$ cat src/rtl/core_io_pkg.sv
// Shared UART state encoding and frame constants for the core I/O unit.
package core_io_pkg;

  typedef enum logic [1:0] {
    IDLE  = 2'd0,
    START = 2'd1,
    DATA  = 2'd2,
    STOP  = 2'd3
  } uart_state_e;

  localparam int DATA_BITS   = 8;
  localparam int SYNC_STAGES = 2;

endpackage

$ cat src/rtl/io_fifo.sv
// Synchronous FIFO with one-bit-extended pointers; full/empty come straight from pointer state.
module io_fifo #(
  parameter int WIDTH = 8,
  parameter int DEPTH = 16
) (
  input  logic             clk,
  input  logic             rst,
  input  logic             push,
  input  logic [WIDTH-1:0] push_data,
  input  logic             pop,
  output logic [WIDTH-1:0] head,
  output logic             full,
  output logic             empty
);

  localparam int AW = $clog2(DEPTH);
  localparam logic [AW:0] PTR_ONE = {{AW{1'b0}}, 1'b1};

  logic [AW:0]      wr_ptr;
  logic [AW:0]      rd_ptr;
  logic [WIDTH-1:0] mem [DEPTH];
  logic             do_push;
  logic             do_pop;

  assign full    = (wr_ptr[AW] != rd_ptr[AW]) && (wr_ptr[AW-1:0] == rd_ptr[AW-1:0]);
  assign empty   = (wr_ptr == rd_ptr);
  assign do_push = push & ~full;
  assign do_pop  = pop & ~empty;
  assign head    = mem[rd_ptr[AW-1:0]];

  // Pointer update; wraps modulo 2*DEPTH by natural overflow.
  always_ff @(posedge clk or negedge rst) begin
    if (!rst) begin
      wr_ptr <= '0;
      rd_ptr <= '0;
    end else begin
      if (do_push) wr_ptr <= wr_ptr + PTR_ONE;
      if (do_pop)  rd_ptr <= rd_ptr + PTR_ONE;
    end
  end

  // Storage array, written only on accepted pushes.
  always_ff @(posedge clk) begin
    if (do_push) mem[wr_ptr[AW-1:0]] <= push_data;
  end

endmodule

$ cat src/rtl/core_io_unit.sv
// Core-facing UART I/O unit: TX/RX FIFOs with 8N1 serial engines.
// Define CORE_IO_LOOPBACK_EN to feed the receiver from uart_txd instead of uart_rxd.
module core_io_unit
  import core_io_pkg::*;
#(
  parameter int CLKS_PER_BIT = 868,
  parameter int FIFO_DEPTH   = 16
) (
  input  logic        clk,
  input  logic        rst,
  input  logic        out_issued,
  input  logic [31:0] out_data,
  output logic        out_stall,
  input  logic        in_issued,
  output logic [31:0] in_data,
  output logic        in_stall,
  input  logic        uart_rxd,
  output logic        uart_txd,
  output logic        rx_overrun,
  output logic        rx_frame_err
);

  localparam int CW = $clog2(CLKS_PER_BIT);
  localparam int IW = $clog2(DATA_BITS);
  localparam logic [CW-1:0] BIT_LAST  = CW'(CLKS_PER_BIT - 1);
  localparam logic [CW-1:0] HALF_LAST = CW'(CLKS_PER_BIT / 2 - 1);
  localparam logic [IW-1:0] LAST_BIT  = IW'(DATA_BITS - 1);

  uart_state_e          tx_state;
  logic [CW-1:0]        tx_cnt;
  logic [IW-1:0]        tx_idx;
  logic [DATA_BITS-1:0] tx_shift;
  logic [DATA_BITS-1:0] tx_head;
  logic                 tx_full, tx_empty, tx_pop, tx_bit_end;

  uart_state_e          rx_state;
  logic [CW-1:0]        rx_cnt;
  logic [IW-1:0]        rx_idx;
  logic [DATA_BITS-1:0] rx_shift;
  logic [DATA_BITS-1:0] rx_head;
  logic                 rx_full, rx_empty, rx_push, rx_pop, rx_bit_end;
  logic [SYNC_STAGES-1:0] rx_sync;
  logic                 rx_src, rx_in, rx_prev;
  logic                 unused_bits;

`ifdef CORE_IO_LOOPBACK_EN
  assign rx_src      = uart_txd;
  assign unused_bits = ^{out_data[31:DATA_BITS], uart_rxd};
`else
  assign rx_src      = uart_rxd;
  assign unused_bits = ^out_data[31:DATA_BITS];
`endif

  assign out_stall  = tx_full;
  assign tx_bit_end = (tx_cnt == BIT_LAST);
  assign rx_bit_end = (rx_cnt == BIT_LAST);
  assign rx_in      = rx_sync[SYNC_STAGES-1];
  assign in_stall   = in_issued & rx_empty;
  assign rx_pop     = in_issued & ~rx_empty;
  assign in_data    = rx_empty ? 32'h0 : {{(32-DATA_BITS){1'b0}}, rx_head};

  io_fifo #(.WIDTH(DATA_BITS), .DEPTH(FIFO_DEPTH)) u_tx_fifo (
    .clk(clk), .rst(rst), .push(out_issued), .push_data(out_data[DATA_BITS-1:0]),
    .pop(tx_pop), .head(tx_head), .full(tx_full), .empty(tx_empty)
  );

  io_fifo #(.WIDTH(DATA_BITS), .DEPTH(FIFO_DEPTH)) u_rx_fifo (
    .clk(clk), .rst(rst), .push(rx_push), .push_data(rx_shift),
    .pop(rx_pop), .head(rx_head), .full(rx_full), .empty(rx_empty)
  );

  // TX pops when a frame starts, either from idle or straight out of a stop bit.
  always_comb begin
    tx_pop = 1'b0;
    case (tx_state)
      IDLE:    tx_pop = ~tx_empty;
      STOP:    tx_pop = tx_bit_end & ~tx_empty;
      default: tx_pop = 1'b0;
    endcase
  end

  // TX serializer; uart_txd is a registered output.
  always_ff @(posedge clk or negedge rst) begin
    if (!rst) begin
      tx_state <= IDLE;
      tx_cnt   <= '0;
      tx_idx   <= '0;
      tx_shift <= '0;
      uart_txd <= 1'b1;
    end else begin
      case (tx_state)
        IDLE: begin
          tx_cnt <= '0;
          tx_idx <= '0;
          if (!tx_empty) begin
            tx_state <= START;
            tx_shift <= tx_head;
            uart_txd <= 1'b0;
          end
        end
        START: begin
          if (tx_bit_end) begin
            tx_cnt   <= '0;
            tx_state <= DATA;
            uart_txd <= tx_shift[0];
          end else begin
            tx_cnt <= tx_cnt + 1'b1;
          end
        end
        DATA: begin
          if (tx_bit_end) begin
            tx_cnt <= '0;
            if (tx_idx == LAST_BIT) begin
              tx_state <= STOP;
              uart_txd <= 1'b1;
            end else begin
              tx_idx   <= tx_idx + 1'b1;
              tx_shift <= {1'b0, tx_shift[DATA_BITS-1:1]};
              uart_txd <= tx_shift[1];
            end
          end else begin
            tx_cnt <= tx_cnt + 1'b1;
          end
        end
        STOP: begin
          if (tx_bit_end) begin
            tx_cnt <= '0;
            tx_idx <= '0;
            if (!tx_empty) begin
              tx_state <= START;
              tx_shift <= tx_head;
              uart_txd <= 1'b0;
            end else begin
              tx_state <= IDLE;
              uart_txd <= 1'b1;
            end
          end else begin
            tx_cnt <= tx_cnt + 1'b1;
          end
        end
        default: begin
          tx_state <= IDLE;
          uart_txd <= 1'b1;
        end
      endcase
    end
  end

  // A good frame is pushed only on a high stop bit with room in the RX FIFO.
  always_comb begin
    if ((rx_state == STOP) && rx_bit_end && rx_in && !rx_full) begin
      rx_push = 1'b1;
    end else begin
      rx_push = 1'b0;
    end
  end

  // RX synchronizer, mid-bit sampler and sticky error flags.
  always_ff @(posedge clk or negedge rst) begin
    if (!rst) begin
      rx_sync      <= {SYNC_STAGES{1'b1}};
      rx_prev      <= 1'b1;
      rx_state     <= IDLE;
      rx_cnt       <= '0;
      rx_idx       <= '0;
      rx_shift     <= '0;
      rx_overrun   <= 1'b0;
      rx_frame_err <= 1'b0;
    end else begin
      rx_sync <= {rx_sync[SYNC_STAGES-2:0], rx_src};
      rx_prev <= rx_in;
      case (rx_state)
        IDLE: begin
          rx_cnt <= '0;
          rx_idx <= '0;
          if (rx_prev && !rx_in) rx_state <= START;
        end
        START: begin
          if (rx_cnt == HALF_LAST) begin
            rx_cnt   <= '0;
            rx_state <= rx_in ? IDLE : DATA;
          end else begin
            rx_cnt <= rx_cnt + 1'b1;
          end
        end
        DATA: begin
          if (rx_bit_end) begin
            rx_cnt   <= '0;
            rx_shift <= {rx_in, rx_shift[DATA_BITS-1:1]};
            if (rx_idx == LAST_BIT) rx_state <= STOP;
            else rx_idx <= rx_idx + 1'b1;
          end else begin
            rx_cnt <= rx_cnt + 1'b1;
          end
        end
        STOP: begin
          if (rx_bit_end) begin
            rx_cnt   <= '0;
            rx_state <= IDLE;
            if (!rx_in) rx_frame_err <= 1'b1;
            else if (rx_full) rx_overrun <= 1'b1;
          end else begin
            rx_cnt <= rx_cnt + 1'b1;
          end
        end
        default: rx_state <= IDLE;
      endcase
    end
  end

endmodule

$ cat config.mk
export PLATFORM = sky130hd
export DESIGN_NAME = core_io_unit
export DESIGN_NICKNAME = d
export VERILOG_FILES = /design/src/rtl/core_io_pkg.sv /design/src/rtl/io_fifo.sv /design/src/rtl/core_io_unit.sv
export SDC_FILE = /design/constraint.sdc
export NUM_CORES = 1
export LEC_CHECK = 0
export ABC_AREA = 1
export CAP_MARGIN = 20
export CORE_ASPECT_RATIO = 0.8
export CORE_MARGIN = 4
export CORE_UTILIZATION = 60
export CTS_CLUSTER_DIAMETER = 50
export DETAILED_ROUTE_END_ITERATION = 6
export PLACE_DENSITY = 0.77
export SKIP_LAST_GASP = 1
export SYNTH_ARGS = -nofsm -noshare
export SYNTH_HDL_FRONTEND = slang
export SYNTH_HIERARCHICAL = 1
export SYNTH_SLANG_ARGS = --single-unit
$ cat constraint.sdc
create_clock -name clk -period 2.9 [get_ports clk]
set_input_delay 0.435 -clock clk [delete_from_list [all_inputs] [get_ports clk]]
set_output_delay 0.435 -clock clk [all_outputs]
set_load 0.02 [all_outputs]
Word level (Yosys, flattened, before mapping):

Memories as Yosys holds them, arrays and structs flattened.
Cells that the tools add are included.

* reductions and logical operators: 22
* add/subtract/negate cells: 8
* bitwise gates (word level): 12
* equality and inequality tests: 29
* multiplexer cells: 45

Operators by type and width (count)
* $mux 8: 5
* $mux 10: 3
* $pmux 10 s3: 1
* $ne 2x2->1 const B: 12
* $pmux 8 s3: 1
* $mux 2: 11
* $add 10x1->10 const B: 2
* $add 5x1->5 const B: 4
* $eq 10x10->1 const B: 2
* $pmux 10 s2: 1
* $pmux 2 s4: 2
* $mux 3: 5
* $mux 1: 12
* $reduce_and 4->1: 3
* $eq 10x9->1 const B: 1
* $eq 5x5->1: 2
* $reduce_and 5->1: 2
* $pmux 3 s3: 1
* $eq 2x2->1 const B: 4
* $eq 4x4->1: 2
* $and 1x1->1: 7
* $add 3x1->3 const B: 2
* $eq 3x3->1 const B: 2
* $logic_and 1x1->1: 6
* other kinds (14): 23

* output and inout port bits: 37
* flip-flop bits (word level): 72
* memories: 2
* memory bits (writable): 256
* input port bits: 37
* word-level logic and storage cells: 135

Memory list
* u_rx_fifo.mem: words 16, bits a word 8, read ports 1, clocked after Yosys merged registers in 0, wr ports 1, RTL line io_fifo.sv:21 `logic [WIDTH-1:0] mem [DEPTH];`
* u_tx_fifo.mem: words 16, bits a word 8, read ports 1, clocked after Yosys merged registers in 0, wr ports 1, RTL line io_fifo.sv:21

Depth between registers and ports, before layout:

Gate-level depths: netlist of run 1.

* depth in word-level cells: 8
* gate-level depth with buffers: 15
* depth with buffers taken out: 13

By module:

Netlist of run 1, hierarchy kept.

By module, submodules not included
* io_fifo at u_tx_fifo: cells each 559, times used 1, sequential area each 4093.9 µm², area an instance 5933.2 µm²
* io_fifo at u_rx_fifo: cells each 559, times used 1, sequential area each 4093.9 µm², area an instance 5931.9 µm²
* core_io_unit: cells each 367, times used 1, sequential area each 1306.3 µm², area an instance 3050.4 µm²

Worst setup path before layout of run 1:

Ideal clock, no wire load.

* path kind: reg2reg
* from: reg rx_cnt[0]
* to: mem u_rx_fifo.mem[11][0] (enable)
* cell stages (with the launch flop): 12
* clock period less this slack: 2.477 ns
* path slack: 0.423 ns
* data required time: 2.530 ns
* setup time: 0.370 ns
* arrival time: 2.106 ns
* buffers on the path: 0
* cell sequence: dfrtp_1 ha_1 nand2_1 nor2_2 nand3_4 nor2_4 nand3_1 nor2_1 nand2_1 inv_1 nand2_1 nor2_1

* cells in the longest elaborated chain, start to end: 8

Ends and longest elaborated chain
* start, declared: RTL line core_io_unit.sv:37 `logic [CW-1:0] rx_cnt;`
* start signal, assigned: RTL line core_io_unit.sv:183 `rx_cnt <= rx_cnt + 1'b1;`
* start signal, assigned: RTL line core_io_unit.sv:193 `rx_cnt <= rx_cnt + 1'b1;`
* start signal, assigned: RTL line core_io_unit.sv:203 `rx_cnt <= rx_cnt + 1'b1;`
* $eq 10x10->1: RTL line core_io_unit.sv:56 `assign rx_bit_end = (rx_cnt == BIT_LAST);`
* $logic_and 1x1->1 (3 in a row): RTL line core_io_unit.sv:151 `if ((rx_state == STOP) && rx_bit_end && rx_in && !rx_full) begin`
* $mux 1: RTL line core_io_unit.sv:151
* via rx_push: RTL line core_io_unit.sv:41 `logic rx_full, rx_empty, rx_push, rx_pop, rx_bit_end;`
* $and 1x1->1: RTL line io_fifo.sv:27 `assign do_push = push & ~full;`
* $mux 1: RTL line io_fifo.sv:44 `if (do_push) mem[wr_ptr[AW-1:0]] <= push_data;`
* $mux 1 (implied by the code): RTL line io_fifo.sv:44
* end, declared: RTL line io_fifo.sv:21

The timed path passes the listed nets, and every way through them passes these cells.

Worst setup path after layout of run 1:

* from: reg u_rx_fifo.rd_ptr[0]
* to: out in_data[2]

* cells in the longest elaborated chain, start to end: 2
* elaborated cells between the ends (all ways): 3
* classes of those cells: eq/ne (1); mux (1); memory (1)

Ends and longest elaborated chain
* start, declared: RTL line io_fifo.sv:20 `logic [AW:0] rd_ptr;`
* start signal, assigned: RTL line io_fifo.sv:38 `if (do_pop) rd_ptr <= rd_ptr + PTR_ONE;`
* $mem_v2 16x8
* via rx_head[2]: RTL line core_io_unit.sv:40 `logic [DATA_BITS-1:0] rx_head;`
* $mux 8: RTL line core_io_unit.sv:60 `assign in_data = rx_empty ? 32'h0 : {{(32-DATA_BITS){1'b0}}, rx_head};`
* end, declared: RTL line core_io_unit.sv:15 `output logic [31:0] in_data,`

The timed path passes the listed nets, and every way through them passes these cells.

==> results of run 1 <==
## stage by stage
step | setup TNS (ns) | instance area (sq um) | utilization (%)
4_1_cts | -0.253 | 16600 | 68.1
3_5_place_dp | 0 | 15500 | 63.5
2_1_floorplan | 0 | 15000 | -
3_3_place_gp | 0 | 15500 | 63.5
6_report | 0 | 16600 | 68.2
5_1_grt | -0.0212 | 16600 | 68.2
## repair_timing
item                       in CTS  in global routing
resized for setup              10                 13
cloned                          0                  1
setup endpoints to repair       9                  7
## worst max-delay path: stages (launching register included)
cell,delay [ns]
dfrtp_2,0.47
inv_2,0.12
buf_12,0.19
nand2_1,0.07
nand2_1,0.07
nand2_1,0.07
o21ai_0,0.09
nand2_1,0.09
nand2_1,0.07
inv_1,0.04
nand2_1,0.06
inv_1,0.04
nor2_1,0.10
dlygate4sd2_1,0.34
## state kept, by name, indices dropped and copies added (netlist names), 2 cells and up, named ones only
| register | flops |
|---|---|
| u_rx_fifo/mem | 128 |
| rx_cnt | 10 |
| u_rx_fifo/rd_ptr | 5 |
| u_tx_fifo/rd_ptr | 5 |
| rx_idx | 3 |
| tx_idx | 3 |
| rx_shift | 8 |
| u_tx_fifo/wr_ptr | 5 |
| tx_state | 2 |
| tx_cnt | 10 |
| u_tx_fifo/mem | 128 |
| rx_sync | 2 |
| u_rx_fifo/wr_ptr | 5 |
| tx_shift | 8 |
## power breakdown
group          leakage, nW  switching (W)  internal [W]  total (W)
Combinational         3.06        0.00234       0.00102    0.00336
Sequential            2.99       0.000248       0.00542    0.00567
Clock                0.542        0.00170       0.00262    0.00432
## routing by layer
metal / wire length (microns) / GRT usage [%] / vias to the layer above
met4: 488 / 5.91 / 0
met2: 14500 / 35.1 / 437
met1: 14500 / 37.1 / 4969
met5: 0 / 0 / -
li1: - / - / 4959
met3: 3010 / 4.49 / 44
## logic make-up after synthesis
logic type / Yosys count / share of synthesized area, %
other: 1 / 0.0251
adders and majority gates: 22 / 1.85
buffers and inverters: 167 / 5.47
AOI/OAI and AO/OA: 139 / 4.82
DFF: 328 / 63.7
and+or+nand+nor: 808 / 23.0
xor gates and xnor gates: 20 / 1.17
## area by class of cell
class	instances	area share [%]
clock buffers	47	5.86
clock inverters	14	0.866
inverters	90	2.11
multi-input cells	1013	28.2
flip-flops and latches	328	57.2
well taps	318	2.39
repair buffers	62	3.38
## how the worst min path moves through the flow
| stage | to | cells after the start | from | slack [ns] |
|---|---|---|---|---|
| after floorplan | asynchronous set/reset pin | 0 | rst | 0.14 |
| after global placement | rx_sync[1] | 0 | rx_sync[0] | 0.35 |
| after detailed placement | rx_sync[1] | 0 | rx_sync[0] | 0.35 |
| after CTS | rx_cnt[7] | 1 | rst | 0.11 |
| after global routing | rx_cnt[7] | 1 | rst | 0.13 |
| final | rx_cnt[7] | 1 | rst | 0.08 |
## layout by cell type, fill, tap and decap left out, drive strengths merged
cell and count:
o21ai 128, ha 22, dfrtp 68, nor2 268
nor3b 3, clkdlybuf4s50 15, nor3 7, dlygate4sd2 2
xnor2 6, nand3 91, or2 3, dlymetal6s2s 2
o21a 2, dfstp 4, inv 85, bufinv 3
conb 24, edfxtp 256, buf 37, nand3b 2
nand2 419, nand4 15, a21oi 8, xor2 14
clkinvlp 1, o21bai 1, clkinv 15, clkbuf 53
==> results_dict.tcl, run 1 <==
set metrics [dict create \
    status "finished, final reports clean" \
    dp_cells 1810 \
    final.min_clock_period_ns 2.78 \
    critPathRequiredTime_ns 2.47 \
    crit_path_end "in_data[2]" \
    hold_path.class "primary input to asynchronous set/reset pin" \
    die_area_sq_mm 0.0275 \
    grt_usage_pct 23.8 \
    fin_skew_ns 0.0105 \
    finalHoldViolCount 0 \
    synth_top_area_share_pct 51.5 \
    grt_remaining_overflow 0 \
    rows 51 \
    syn_area_sq_mm 0.0149 \
    gp_congestion 0.895 \
    synthTopCellsByArea "edfxtp_1 52%, dfrtp_1 11%, nand2_1 10%" \
    drive_gt1_share_pct 9.52 \
    wl_mm 32.5 \
    layout.cells.non_filler 1872 \
    drc 0 \
    synthArstFlopShare_pct 22.0 \
    yosys_warnings 6 \
    vdd_drop_max_mv 0.587 \
    fin_hold_ws_ns 0.0755 \
    postRouteAntennaNets 0 \
    grt_max_degree 73 \
    setup_slack_ns 0.117 \
    viasPerCell 5.56 \
    rr_endpoint "u_rx_fifo/mem[8][7]" \
    clock-root-buffer "clkbuf_16" \
    die_w_microns 184 \
    start_util_pct 61.2 \
    power.total_w 0.0133 \
    cts_setup_buffers 0 \
    hold_buffers 0 \
    ys_seq_area_share_pct 63.7 \
    clockBufferDepth 3 \
    register_area_sq_mm 0.00950 \
    rsz0062_at_grt "yes" \
    maxSlewHeadroom_pct 37.7 \
    syn_area_per_cell_sq_um 10.0 \
    p_leak_nw 6.59 \
    clk_latency_ns 0.50 \
    worstSetupEndpointType "output pin" \
    slew_viol_final 0 \
    final_nets 1589 \
    num_io_pins 74 \
    synth_edf_count 256 \
    cts_buffers 35 \
    synth.most_common_cell "nand2_1" \
    rrSetupSlack_ns 0.47 \
    clkSinkCount 328 \
    ys_ff_latch 328 \
    dpl.hpwl_mm 20.4 \
    syn_inst 1485 \
    vias 10409 \
    cts_tree "done" \
    place_ws_ns 0.331 \
    first_pass_iters 5 \
    p_per_area_mw_per_mm2 803 \
    io_buffers 25 \
    setup_viol 0 \
    critPathKind "register to output pin" \
    r2r-start "rx_cnt[0]" \
    crit_path_start "u_rx_fifo/rd_ptr[0]" \
    synth_cell_types 42 \
    start_kind "register" \
    avgRoutedWirePerCell_microns 17.4 \
    grt_pass1_wl_mm 51.7 \
    rr_worst_depth 11 \
    min_period_over_period_pct 96.0 \
    arrival_ns 2.35 \
    synth_ff_type "edfxtp_1" \
    synth_top_area_cell "edfxtp_1" \
    grt_pass1_vias 9786 \
    core_sq_mm 0.0244 \
    clkTransAtPathRegs_ns 0.06 \
    fmax_mhz 359 \
    tightest_slew_ns 0.935 \
    dr.first_iter.drc_count 1140 \
    multiInputGateArea_sq_mm 0.00469 \
    dieHeight_microns 149 \
    antenna_cells 0 \
    cts-htree-levels 2 \
    cp_max_fo 34 \
    antenna_found_initial 0 \
    synthTopCellsByCount "409 x nand2_1, 256 x edfxtp_1, 251 x nor2_1" \
    area_growth_pct 11.4 \
    cap_violations 0 \
    fillerInstances 1759 \
]
(Power assumes the default switching activity.)
==> inputs of run 2 (changes only) <==
CORE_MARGIN = 1.5   (was 4)
==> results_dict.tcl, run 2 (same netlist as run 1, synthesis figures left out) <==
set metrics [dict create \
    status "finished, final reports clean" \
    dpl.hpwl_mm 20.3 \
    busiest_layer "met1" \
    viasPerCell 5.62 \
    core_sq_mm 0.0244 \
    antenna_found_initial 0 \
    clockBufferDepth 3 \
    grt_remaining_overflow 0 \
    p_leak_nw 6.61 \
    rows 51 \
    dr.first_iter.drc_count 1407 \
    final_nets 1591 \
    num_io_pins 74 \
    antenna_cells 0 \
    mostFrequentLayoutCells "409 x nand2_1, 256 x edfxtp_1, 250 x nor2_1" \
    vias 10530 \
    arrival_ns 2.35 \
    drc 0 \
    first_pass_iters 5 \
    die_w_microns 179 \
    cts_tree "done" \
    crit_buf_inv 4 \
    critPathTopFamily "simple AND/OR/NAND/NOR gates" \
    dieHeight_microns 144 \
    timing.setup.tns_ns 0 \
    layout_commonest_cell "nand2_1" \
    clock-root-buffer "clkbuf_16" \
    met1_usage_pct 40.6 \
    postRouteAntennaNets 0 \
    vdd_drop_max_mv 0.529 \
    hold_buffers 0 \
    finalHoldViolCount 0 \
    io_buffers 25 \
    design_area_sq_mm 0.0167 \
    clkSinkCount 328 \
    slew_viol_final 0 \
    clkTransAtPathRegs_ns 0.06 \
    dpl-instance-area_sq_mm 0.0155 \
    cts_buffers 34 \
    fin_skew_ns 0.0286 \
    critPathMaxStageDelay_ns 0.49 \
    fmax_mhz 359 \
    cp_slowest_cell "dfrtp_1" \
    critPathRequiredTime_ns 2.47 \
    setup_viol 0 \
    gp_congestion 0.827 \
    worstSetupEndpointType "output pin" \
    avgRoutedWirePerCell_microns 17.7 \
    p_per_area_mw_per_mm2 789 \
    tightest_slew_ns 0.915 \
    maxSlewHeadroom_pct 38.8 \
    critPathKind "register to output pin" \
    final.min_clock_period_ns 2.79 \
    cp_max_fo 9 \
    grt_pass1_vias 9765 \
    cts-htree-levels 2 \
    wl_mm 33.1 \
    start_util_pct 61.2 \
    grt_max_degree 73 \
    crit_top_cell "nand2_1" \
    drive_gt1_share_pct 9.70 \
    grt_pass1_wl_mm 52.0 \
    crit_chain "buf_4 -> nor2_2 -> nand2_1 -> nand2_1 -> inv_1 -> nand2_1 -> inv_1 -> nor2_1 -> dlygate4sd2_1" \
    hold_path.class "primary input to asynchronous set/reset pin" \
    die_area_sq_mm 0.0258 \
    use_met3_pct 5.23 \
    min_period_over_period_pct 96.2 \
    cap_violations 0 \
    clk_latency_ns 0.52 \
    grt_usage_pct 26.5 \
    grtUsageMet2_pct 39.0 \
    area_growth_pct 11.7 \
    start_kind "register" \
    rsz0062_at_grt "no" \
]
run 2: layer usage:
| layer | share of wire (%) | wire [microns] |
|---|---|---|
| met3 | 11 | 3710 |
| met5 | 0 | 0 |
| met2 | 44 | 14600 |
| met4 | 1.5 | 512 |
| met1 | 43 | 14300 |
run 2: repair_timing:
item | 4_1_cts | 5_1_grt
endpoints found under the setup margin | 9 | 8
cloned | 2 | 1
gates resized for setup | 18 | 6
setup buffers | 4 | 1
run 2: metrics by stage:
stage / utilization [%] / hold slack [ns] / setup slack, ns / instances / power [W]
final: 68.3 / 0.0581 / 0.111 / 1875 / 0.0131
after floorplan: - / 0.139 / 0.423 / 1508 / 0.00822
after detailed placement: 63.5 / 0.351 / 0.107 / 1806 / 0.00907
after global routing: 68.3 / 0.145 / 0.00315 / 1875 / 0.0138
after CTS: 68.1 / 0.0966 / -0.172 / 1873 / 0.0131
after global placement: 63.5 / 0.347 / 0.167 / 1806 / 0.00896
run 2: layout make-up:
type	instances	area (sq um)
repair buffers	64	664
clock inverters	18	118
well taps	318	398
fillers	1726	7720
inverters	90	360
multi-input cells	1013	4700
repair inverters	1	7.51
flip-flops and latches	328	9500
clock buffers	43	906
run 2: power breakdown:
group	internal, W	switching, W	leakage [nW]
clock	0.00231	0.00174	0.505
sequential	0.00542	0.000247	2.99
combinational	0.00103	0.00239	3.11
total	0.00876	0.00437	6.61
run 2: final timing paths:
check / from / endpoint / slack [ns] / depth (start not counted)
min in group clk: uart_rxd / rx_sync[0] / 0.34 / 1
setup reg to reg: rx_cnt[0] / u_rx_fifo/mem[7][4] / 0.45 / 12
max in group asynchronous: rst / u_rx_fifo/rd_ptr[0] / 2.20 / 1
hold reg to reg: rx_sync[0] / rx_sync[1] / 0.36 / 0
setup / recovery: u_rx_fifo/rd_ptr[2] / in_data[5] / 0.11 / 9
hold / removal: rst / rx_cnt[7] / 0.06 / 1
==> inputs of run 3 (changes only) <==
CORE_UTILIZATION = 54   (was 60)
PLACE_DENSITY = 0.73   (was 0.77)
clock period = 2.26 ns   (was 2.9 ns; I/O delays follow)
==> results_dict.tcl, run 3 (same netlist as run 1, synthesis figures left out) <==
set metrics [dict create \
    clk_latency_ns 0.52 \
    cp_max_fo 12 \
    dr.first_iter.drc_count 1031 \
    cts-htree-levels 2 \
    grt_max_degree 68 \
    grt_usage_pct 23.2 \
    cap_violations 0 \
    grt_pass1_wl_mm 51.6 \
    fin_skew_ns 0.0231 \
    power.share.clock_pct 32.1 \
    fmax_mhz 399 \
    dpl.hpwl_mm 20.2 \
    final.min_clock_period_ns 2.51 \
    met1_usage_pct 34.0 \
    p_leak_nw 6.86 \
    clkSinkCount 328 \
    final_nets 1630 \
    antenna_found_initial 0 \
    clock-root-buffer "clkbuf_16" \
    layout_commonest_cell "nand2_1" \
    cts_tree "done" \
    timing.setup.tns_ns -4.14 \
    avgRoutedWirePerCell_microns 16.9 \
    mostFrequentLayoutCells "396 x nand2_1, 256 x edfxtp_1, 227 x nor2_1" \
    power.total_w 0.0173 \
    dieHeight_microns 152 \
    hold_path.class "primary input to register" \
    grt_pass1_vias 9955 \
    io_buffers 25 \
    pwr-share-seq_pct 42.0 \
    setup_viol 57 \
    die_area_sq_mm 0.0286 \
    grt_remaining_overflow 0 \
    drc 0 \
    min_to "rx_sync[0]" \
    dpl-instance-area_sq_mm 0.0159 \
    die_w_microns 189 \
    rrSetupSlack_ns -0.08 \
    power.switching_w 0.00559 \
    power_frac_comb_pct 26.0 \
    rows 54 \
    setup_slack_ns -0.246 \
    busiest_layer "met2" \
    first_pass_iters 5 \
    rr_endpoint "u_rx_fifo/mem[4][4]" \
    maxSlewHeadroom_pct 44.1 \
    finalHoldViolCount 0 \
    slew_viol_final 0 \
    violations "negative setup slack" \
    wl_mm 33.1 \
    p_int_w 0.0117 \
    min_period_over_period_pct 111 \
    num_io_pins 74 \
    clkTransAtPathRegs_ns 0.06 \
    vias 10526 \
    critPathKind "register to output pin" \
    gp_congestion 0.864 \
    rr_worst_depth 14 \
    vdd_drop_max_mv 0.798 \
    r2r-start "u_rx_fifo/rd_ptr[0]" \
    grtUsageMet2_pct 35.5 \
    antenna_cells 0 \
    fin_hold_ws_ns 0.263 \
    drive_gt1_share_pct 15.7 \
    switching_share_pct 32.4 \
    critPathRequiredTime_ns 1.92 \
    postRouteAntennaNets 0 \
    status "finished, violations left" \
    worst_hold_startpoint "uart_rxd" \
    tightest_slew_ns 0.838 \
    start_util_pct 54.8 \
    arrival_ns 2.17 \
    clockBufferDepth 3 \
    fillerInstances 2059 \
    p_per_area_mw_per_mm2 989 \
    worstSetupEndpointType "output pin" \
    cts_buffers 35 \
    whs_path_depth 1 \
    viasPerCell 5.37 \
    design_area_sq_mm 0.0174 \
    post-route-util_pct 64.1 \
    core_sq_mm 0.0272 \
    use_met3_pct 4.68 \
    area_growth_pct 17.0 \
    start_kind "register" \
    rsz0062_at_grt "yes" \
]
## run 3: power by group through the flow
stage                     Clock, W  Combinational, W  Sequential (W)
after floorplan                  0           0.00325         0.00730
after global placement           0           0.00428         0.00734
after detailed placement         0           0.00438         0.00736
after CTS                  0.00563           0.00444         0.00724
after global routing       0.00586           0.00505         0.00730
final                      0.00553           0.00448         0.00724
## run 3: how the worst max path moves through the flow
stage | start | to | depth (start not counted)
after detailed placement | u_rx_fifo/rd_ptr[0] | in_data[4] | 11
final | u_rx_fifo/rd_ptr[0] | in_data[7] | 11
after global routing | u_rx_fifo/rd_ptr[0] | in_data[7] | 11
after global placement | u_rx_fifo/rd_ptr[0] | in_data[4] | 11
after CTS | u_rx_fifo/rd_ptr[0] | in_data[7] | 13
after floorplan | rx_cnt[0] | u_rx_fifo/mem[11][0] | 11
## run 3: what timing repair did
item	in CTS	in global routing
gates cloned	1	5
buffers inserted	2	9
hold buffers	1	0
pin swaps	1	24
setup endpoints to repair	50	100
gates resized for setup	72	68
hold endpoints to repair	24	0
## run 3: per-layer routing
metal	vias to the layer above	routed length [microns]
met2	465	14600
met1	4965	14800
met5	-	0
met3	50	3100
met4	0	576
li1	5046	-
## run 3: cell type report
type	instances	area (sq um)	area share [%]
sequential	328	9500	54.5
multi-input combinational	1013	4880	28.0
timing repair buffer	103	1140	6.54
clock buffer	47	983	5.64
tap	364	455	2.61
inverter	90	355	2.04
clock inverter	15	129	0.739
## run 3: worst max-delay path, cell delays in order (launching register included)
cell       delay [ns]
dfrtp_2          0.47
buf_4            0.18
clkbuf_16        0.17
nor2_1           0.13
nor2_1           0.05
o21ai_0          0.12
nand3_1          0.11
nand3_1          0.10
nand2_1          0.06
inv_1            0.06
nor2_1           0.05
buf_4            0.15
## run 3: per-stage QoR
stage,cells,setup slack [ns]
after global placement,1881,-0.143
after floorplan,1508,-0.0101
after global routing,1960,-0.349
final,1960,-0.246
after detailed placement,1881,-0.178
after CTS,1947,-0.202
==> RTL edit: new RTL, settings of run 1 <==
Change the parameter `FIFO_DEPTH` from 16 to 32.
--- a/src/rtl/core_io_unit.sv
+++ b/src/rtl/core_io_unit.sv
@@ -4,7 +4,7 @@
   import core_io_pkg::*;
 #(
   parameter int CLKS_PER_BIT = 868,
-  parameter int FIFO_DEPTH   = 16
+  parameter int FIFO_DEPTH   = 32
 ) (
   input  logic        clk,
   input  logic        rst,
Check against the original RTL: no difference found for any inputs over 10 cycles, from zero or initial values and one cycle with rst low; that may be too few to reach the edited logic, so the function may still have changed.
==> RTL edit against run 1 <==
Total power increased by 62%; register-to-register slack got worse by 0.35 ns; synthesized area increased by 78%; the run now ends with setup timing left; largest power group unchanged; hold slack improved by 0.17 ns; wire length increased by 96%; final area increased by 80%; sequential share of layout area increased by 0.70 points; clock power increased by 61%; sequential cell count increased by 260; sequential power increased by 74%; setup slack got worse by 0.19 ns; critical path depth increased by 1.
==> RTL edit: results (changes against run 1) <==
[outcome]
status = finished, violations left  ; was finished clean
violations = setup timing

[timing]
worst_pin_slew_ns = 0.897  ; was 0.935 ns
setup_viol = 5  ; was 0
fin_ws_ns = -0.0730  ; was 0.117 ns
finalSetupTns_ns = -0.205  ; was 0 ns
clock_skew_ns = 0.0298  ; was 0.0105 ns

[global_routing]
grt_max_degree = 76  ; was 73
grt_pass1_wl_mm = 96.8  ; was 51.7 mm
first_global_vias = 17910  ; was 9786
grt_use_total_pct = 25.6  ; was 23.8%

[worst_setup_path]
slowest_delay_ns = 0.58  ; was 0.47 ns
critical_path.slowest_cell = dfrtp_4  ; was dfrtp_2
r2r_setup_slack_ns = 0.12  ; was 0.47 ns
critical_path.max_fanout = 8  ; was 34
rr_endpoint = u_rx_fifo/mem[0][5]  ; was u_rx_fifo/mem[8][7]
worstSetupEndpoint = in_data[6]  ; was in_data[2]

[logic_synthesis]
synth_edf_count = 512  ; was 256
synth-xor-area-share_pct = 1.08  ; was 1.17%
synth_compound_area_share_pct = 1.12  ; was 4.82%
synth_common_cells = nand2_1, edfxtp_1, nand3_1  ; was nand2_1, edfxtp_1, nor2_1
ys_async_sr_fraction_pct = 12.9  ; was 22.0%
synth_fa_ha_area_share_pct = 1.04  ; was 1.85%
synth.area.top_cells = edfxtp_1, nand2_1, nand3_1  ; was edfxtp_1, dfrtp_1, nand2_1
ys_types = 45  ; was 42

[placement]
dpl.hpwl_mm = 37.0  ; was 20.4 mm
gp_congestion = 0.890  ; was 0.895

[cells_and_area]
drive_gt1_share_pct = 12.7  ; was 9.52%
layout.nets = 2684  ; was 1589

[routing]
drt_iter0_markers = 2400  ; was 1140
wl_per_cell_um = 19.7  ; was 17.4 um
drt_first_pass_iters = 6  ; was 5
via_per_inst = 5.81  ; was 5.56

[clock_tree]
ctsResizeCount = 65  ; was 10
clk_latency_ns = 0.60  ; was 0.50 ns
post_cts_buffers = 5  ; was 0
numCtsBuffers = 56  ; was 35

[power_and_ir_drop]
leakage_nw = 11.8  ; was 6.59 nW
p_clk_share_pct = 32.2  ; was 32.3%
power_frac_comb_pct = 22.2  ; was 25.2%
peakVddDrop_uv = 604  ; was 587 uV

[min_path]
holdCritPathClass = in -> reg  ; was in -> async

## RTL edit: area by class of cell
class | instances | area, sq um
repair inverters | 1 | 11.3
inverters | 190 | 737
fillers | 3041 | 13500
clock inverters | 18 | 146
flip-flops and latches | 588 | 17300
clock buffers | 84 | 1590
well taps | 560 | 701
repair buffers | 124 | 1470
multi-input cells | 1664 | 7950
## RTL edit: stage by stage
step | setup slack, ns | util, % | cells | total power, mW | hold slack, ns
floorplan | 0.373 | - | 2596 | 13.4 | 0.139
global placement | 0.154 | 63.2 | 3101 | 14.5 | 0.345
detailed placement | 0.125 | 63.2 | 3101 | 14.7 | 0.347
CTS | -0.0331 | 67.9 | 3215 | 21.6 | 0.217
global route | -0.174 | 68.9 | 3229 | 22.6 | 0.226
finish | -0.0730 | 68.9 | 3229 | 21.6 | 0.250
## RTL edit: metal layers
metal | wire length (um) | GRT usage [%]
met4 | 1690 | 7.05
met2 | 28700 | 39.0
met1 | 25700 | 38.6
met3 | 7540 | 4.26
met5 | 0 | 0
